## config.mk

```make
export PLATFORM = sky130hd
export DESIGN_NAME = dual_port_mem_param
export DESIGN_NICKNAME = d
export VERILOG_FILES = /design/src/rtl/dual_port_mem_param.sv
export SDC_FILE = /design/constraint.sdc
export NUM_CORES = 1
export LEC_CHECK = 0
export CAP_MARGIN = 40
export CORE_ASPECT_RATIO = 1.5
export CORE_UTILIZATION = 59
export CTS_BUF_LIST = sky130_fd_sc_hd__clkbuf_2 sky130_fd_sc_hd__clkbuf_4 sky130_fd_sc_hd__clkbuf_8
export CTS_CLUSTER_DIAMETER = 50
export DETAILED_ROUTE_END_ITERATION = 7
export PLACE_DENSITY = 0.79
export SETUP_SLACK_MARGIN = 0.15
export SKIP_CTS_REPAIR_TIMING = 1
export SLEW_MARGIN = 30
export SYNTH_ARGS = -nofsm -noshare
export SYNTH_HDL_FRONTEND = slang
export SYNTH_SLANG_ARGS = --single-unit
```

## constraint.sdc

```tcl
create_clock -name clk -period 6.8 [get_ports clk]
set_input_delay 1.36 -clock clk [delete_from_list [all_inputs] [get_ports clk]]
set_output_delay 1.36 -clock clk [all_outputs]
set_load 0.02 [all_outputs]
```

## src/rtl/dual_port_mem_param.sv

```systemverilog
// dual_port_mem_param
//   Word-addressed storage with independent read and write ports, per-byte
//   write enables, a 1- or 2-cycle registered read path, and optional
//   same-address read-during-write forwarding. After every reset a clear
//   sequencer writes zero to every word; requests are ignored until it ends.
//
// Ports
//   clk        rising-edge clock
//   reset_L    synchronous active-low reset
//   read       read request (addressR)
//   write      write request (addressW, data_in, wr_be)
//   wr_be      byte enables, bit i covers data_in[8i+7:8i]
//   addressR   read address
//   addressW   write address
//   data_in    write data
//   data_out   registered read data, holds while valid_out = 0
//   valid_out  data_out carries a read result this cycle
//   init_done  clear sequence finished, requests accepted
//
// state | meaning
// CLEAR | zeroing mem[cnt] each edge, requests ignored
// READY | normal read/write traffic
module dual_port_mem_param #(
  parameter int ADDR_WIDTH = 4,
  parameter int BUS_SIZE   = 32,
  parameter int RD_LATENCY = 1,
  parameter int BYPASS     = 1
) (
  input  logic                    clk,
  input  logic                    reset_L,
  input  logic                    read,
  input  logic                    write,
  input  logic [BUS_SIZE/8-1:0]   wr_be,
  input  logic [ADDR_WIDTH-1:0]   addressR,
  input  logic [ADDR_WIDTH-1:0]   addressW,
  input  logic [BUS_SIZE-1:0]     data_in,
  output logic [BUS_SIZE-1:0]     data_out,
  output logic                    valid_out,
  output logic                    init_done
);

  localparam int MEM_LENGTH = 1 << ADDR_WIDTH;
  localparam int NBYTES     = BUS_SIZE / 8;
  localparam logic [ADDR_WIDTH-1:0] LAST_ADDR = ADDR_WIDTH'(MEM_LENGTH - 1);

  typedef enum logic {CLEAR, READY} state_t;

  state_t                  state;
  logic [ADDR_WIDTH-1:0]   cnt;
  logic [BUS_SIZE-1:0]     mem [MEM_LENGTH];

  logic                    rd_acc;
  logic                    wr_acc;
  logic                    fwd_hit;
  logic [BUS_SIZE-1:0]     wr_merged;
  logic [BUS_SIZE-1:0]     rd_word;
  logic [BUS_SIZE-1:0]     d1;
  logic                    v1;

  always_ff @(posedge clk) begin
    if (!reset_L) begin
      state     <= CLEAR;
      cnt       <= '0;
      init_done <= 1'b0;
    end else begin
      case (state)
        CLEAR: begin
          cnt <= cnt + ADDR_WIDTH'(1);
          if (cnt == LAST_ADDR) begin
            state     <= READY;
            init_done <= 1'b1;
          end
        end
        READY: state <= READY;
        default: state <= CLEAR;
      endcase
    end
  end

  assign rd_acc = (state == READY) && read;
  assign wr_acc = (state == READY) && write;

  // Word as it will look after this edge's write; also the forwarded value.
  always_comb begin
    wr_merged = mem[addressW];
    for (int i = 0; i < NBYTES; i++) begin
      if (wr_be[i]) wr_merged[8*i +: 8] = data_in[8*i +: 8];
    end
  end

  assign fwd_hit = (BYPASS != 0) && wr_acc && (addressW == addressR);
  assign rd_word = fwd_hit ? wr_merged : mem[addressR];

  // Array has no reset of its own; the clear sequence zeroes it after reset.
  always_ff @(posedge clk) begin
    if (reset_L) begin
      if (state == CLEAR) begin
        mem[cnt] <= '0;
      end else if (wr_acc) begin
        mem[addressW] <= wr_merged;
      end
    end
  end

  always_ff @(posedge clk) begin
    if (!reset_L) begin
      d1 <= '0;
      v1 <= 1'b0;
    end else begin
      v1 <= rd_acc;
      if (rd_acc) d1 <= rd_word;
    end
  end

  generate
    if (RD_LATENCY == 2) begin : g_lat2
      logic [BUS_SIZE-1:0] d2;
      logic                v2;

      always_ff @(posedge clk) begin
        if (!reset_L) begin
          d2 <= '0;
          v2 <= 1'b0;
        end else begin
          v2 <= v1;
          if (v1) d2 <= d1;
        end
      end

      assign data_out  = d2;
      assign valid_out = v2;
    end else begin : g_lat1
      assign data_out  = d1;
      assign valid_out = v1;
    end
  endgenerate

endmodule

```

==> flow_summary.rst <==
.. list-table::
   :header-rows: 1

   * - Metric
     - Value
   * - Number of enable-type register cells in the synthesized netlist
     - about 510
   * - Initial drt markers
     - 2128
   * - Placeable Area
     - 0.0429 mm^2
   * - Worst hold margin
     - about 0.47 ns
   * - Number of standard-cell rows in the floorplan
     - 93
   * - Final critical delay including setup and external delays
     - 4.32 ns
   * - Worst reg2reg endpoint
     - mem[6][3]
   * - Reg-to-reg critical path startpoint
     - state
   * - Number of standard cells in the final layout excluding fillers
     - between 2000 and 2500
   * - Number of DRC violations after detailed routing
     - 0
   * - Detailed-route wire length per cell
     - between 30 and 40 um
   * - Nets@finish
     - ~1600
   * - Cells after DPL
     - 2028
   * - Grt met2 use
     - 0.527
   * - Cell area power density
     - roughly 240 mW/mm^2
   * - Clock slew at the register clock pins of the worst setup and hold paths
     - approximately 0.07 ns
   * - Dominant synthesized flop cell
     - sky130_fd_sc_hd__edfxtp_1
   * - Vert. Die Dim
     - 257 um
   * - Internal reg-to-reg setup slack
     - ~3.2 ns
   * - Post-synth ARST share
     - 0
   * - Number of input and output port buffers inserted
     - 81
   * - CTS sink count
     - 551
   * - Critical path type
     - in2reg
   * - Worst voltage drop across the vdd grid
     - roughly 0.00017 V
   * - Chip width
     - between 150 and 200 um
   * - Warnings from Yosys
     - 0
   * - Initial DRT Pass Iterations
     - 5
   * - Number of vias in the routed layout
     - approximately 16000
   * - Crit path required time
     - approximately 7.1 ns
   * - Critical Path Source Type
     - primary input
   * - Logic depth of the worst register-to-register path
     - 5
   * - Number of nets still failing antenna checks after routing
     - 0
   * - Initial Utilization
     - 0.598
   * - Status
     - completed
   * - Worst Hold Path Cells
     - 2
   * - Setup repair after global routing missed its margin
     - false
   * - Number of endpoints with negative hold slack in the final report
     - 0
   * - Final weighted congestion of routability-driven global placement
     - about 0.85
   * - Vias per inst
     - around 7.1
   * - Via count of the first global-routing pass
     - roughly 16000
   * - CTS tree
     - done
   * - Register bit total from synthesis
     - around 550
   * - Static leakage
     - 0.0102 uW
   * - I/O pin count
     - 82
   * - Met3 Resource Use GR
     - 0.0589
   * - Worst-path cell chain
     - clkdlybuf4s50_1 > and3_1 > mux2i_1 > nand3b_1 > nor2_4 > buf_4
   * - CP max FO
     - 17
   * - Root Buffer Master
     - sky130_fd_sc_hd__clkbuf_8
   * - Maximum number of pins on one net before global-route repair
     - 55
   * - CTS Buf Count
     - a little under 80
   * - Clk buf depth
     - 3
   * - Wire length of the first global-routing pass
     - between 100000 and 150000 um
   * - Sequential share of the synthesized area
     - 0.630
   * - Global routing usage on met1
     - 0.431
   * - Least setup slack across all paths after layout
     - between 2 and 2.5 ns
   * - Max-cap violations
     - 0
   * - Post-route clock period utilization
     - 0.636
   * - Total Die Area
     - between 0.04 and 0.05 mm^2
   * - Relative max-transition margin
     - 0.384
   * - Worst hold-check path type
     - reg2reg
   * - Fin. max-slew vios
     - 0
   * - Startpoint of the tightest hold check path
     - data_out[5]
   * - Worst-Margin Slew
     - a little over 0.9 ns
   * - Most Used Layer, Global Route
     - met2
   * - Synthesized Nets
     - between 1000 and 1500
   * - Arrival time at the worst endpoint
     - roughly 4.6 ns
   * - Per-instance average area after synthesis
     - 17.8 um^2
   * - Aggregate negative setup slack
     - 0 ns
   * - Fraction of final layout cells with drive strength greater than 1
     - 0.339
   * - Area delta synth->final
     - 14.3%
   * - Initial antenna violation count
     - 1
   * - Total congestion overflow after global routing
     - 0
   * - Kind of end point of the critical path
     - flip-flop
   * - Mapped cell area
     - approximately 0.026 mm^2
   * - Final total power
     - between 7000 and 8000 uW
   * - Estimated wirelength of the detail-placed design
     - approximately 41000 um
   * - Post-Synthesis Cells
     - roughly 1400
   * - WL final
     - around 70000 um
   * - Number of library cell types mapped by synthesis
     - about 40
   * - Maximum single-stage delay on the critical path
     - about 0.80 ns
   * - Clk_lat worst skew
     - roughly 0.65 ns
   * - # H-tree levels
     - 3
   * - Aggregate global-route resource usage
     - 0.331
   * - Standard cell with the maximum stage delay on the critical path
     - sky130_fd_sc_hd__nor2_4
   * - Max frequency
     - between 200 and 250 MHz
   * - Number of endpoints failing setup at the final stage
     - 0
   * - Post-placement setup slack
     - about 1.9 ns
   * - Worst clock skew
     - between 0.02 and 0.025 ns
   * - Worst Hold End
     - data_out[5]
worst max-delay path: cells and delay by family:
kind,cells,cell delay (ns)
buffers and inverters,2,1.28
multiplexers,1,0.33
AND/OR/NAND/NOR,3,1.62
worst max-delay path by stage:
stage,endpoint,depth (start not counted),from,slack [ns]
after detailed placement,mem[3][4],6,reset_L,1.91
final,mem[6][3],6,reset_L,2.48
after global placement,mem[9][3],7,reset_L,1.99
after CTS,mem[3][23],6,reset_L,2.56
after floorplan,mem[13][0],7,addressW[2],2.45
after global routing,mem[6][26],6,reset_L,2.43
synth_stat cells (4+ instances only):
| cell | instances | share of area |
|---|---|---|
| sky130_fd_sc_hd__edfxtp_1 | 512 | 0.60 |
| sky130_fd_sc_hd__mux4_2 | 260 | 0.23 |
| sky130_fd_sc_hd__nand2_1 | 174 | 0.025 |
| sky130_fd_sc_hd__a21oi_1 | 88 | 0.017 |
| sky130_fd_sc_hd__nor2_1 | 52 | 0.0076 |
| sky130_fd_sc_hd__clkbuf_1 | 40 | 0.0059 |
| sky130_fd_sc_hd__dfxtp_1 | 39 | 0.030 |
| sky130_fd_sc_hd__mux2i_1 | 37 | 0.014 |
| sky130_fd_sc_hd__a211oi_1 | 32 | 0.0094 |
| sky130_fd_sc_hd__o22ai_1 | 32 | 0.0078 |
| sky130_fd_sc_hd__buf_2 | 31 | 0.0060 |
| sky130_fd_sc_hd__o221ai_2 | 30 | 0.018 |
| sky130_fd_sc_hd__buf_4 | 25 | 0.0073 |
| sky130_fd_sc_hd__nand2b_1 | 11 | 0.0027 |
| sky130_fd_sc_hd__buf_1 | 9 | 0.0013 |
| sky130_fd_sc_hd__buf_6 | 9 | 0.0039 |
| sky130_fd_sc_hd__a31oi_1 | 7 | 0.0017 |
| sky130_fd_sc_hd__inv_1 | 7 | 0.0010 |
| sky130_fd_sc_hd__nor2b_1 | 6 | 0.0015 |
| sky130_fd_sc_hd__xnor2_1 | 4 | 0.0014 |
placed cells by master, fill, tap and decap left out, types with 34 or more instances in the layout:
cell type | netlist | routed
sky130_fd_sc_hd__dfxtp_1 | 39 | 39
sky130_fd_sc_hd__clkdlybuf4s50_1 | 0 | 75
sky130_fd_sc_hd__a21oi_1 | 88 | 88
sky130_fd_sc_hd__nand2_1 | 174 | 174
sky130_fd_sc_hd__buf_4 | 25 | 50
sky130_fd_sc_hd__mux2i_1 | 37 | 37
sky130_fd_sc_hd__edfxtp_1 | 512 | 512
sky130_fd_sc_hd__clkbuf_8 | 0 | 92
sky130_fd_sc_hd__nor2_1 | 52 | 34
sky130_fd_sc_hd__mux4_2 | 260 | 260
power breakdown:
group	total (uW)	switching, uW	internal, uW
clock	2920	1290	1630
combinational	526	299	227
sequential	3710	22.4	3690
logic make-up after synthesis:
logic type	count (synthesis)	synth area share
flip-flops	551	0.630
XOR/XNOR	4	0.00137
adder cells (fa/ha/maj)	1	0.000487
multiplexers	297	0.243
AND/OR/NAND/NOR	260	0.0417
buffers and inverters	124	0.0259
AO/OA/AOI/OAI	201	0.0584
per-stage QoR:
| step | instance area, um^2 | utilization |
|---|---|---|
| final | 29300 | 0.683 |
| after global routing | 29300 | 0.683 |
| after CTS | 29000 | 0.676 |
| after detailed placement | 27200 | 0.634 |
| after global placement | 27000 | 0.628 |
| after floorplan | 25700 | - |
metal layers:
layer	wire, um	up-vias
met1	23800	8035
met5	0	-
met2	35500	1239
met4	3570	0
met3	7580	256
li1	-	6242
cell type report:
class,count,area (um^2)
clock buffer,107,1370
tap,570,713
clock inverter,40,413
sequential,551,16200
inverter,10,37.5
multi-input combinational,763,8980
fill,2673,13600
timing repair buffer,167,1660
antenna,1,2.50
registers in the layout, indices dropped and copies added, names as in the netlist:
register	count
state	1
valid_out	1
data_out	32
init_done	1
mem	512
cnt	4
No activity file was read; power rests on OpenSTA's default activity.
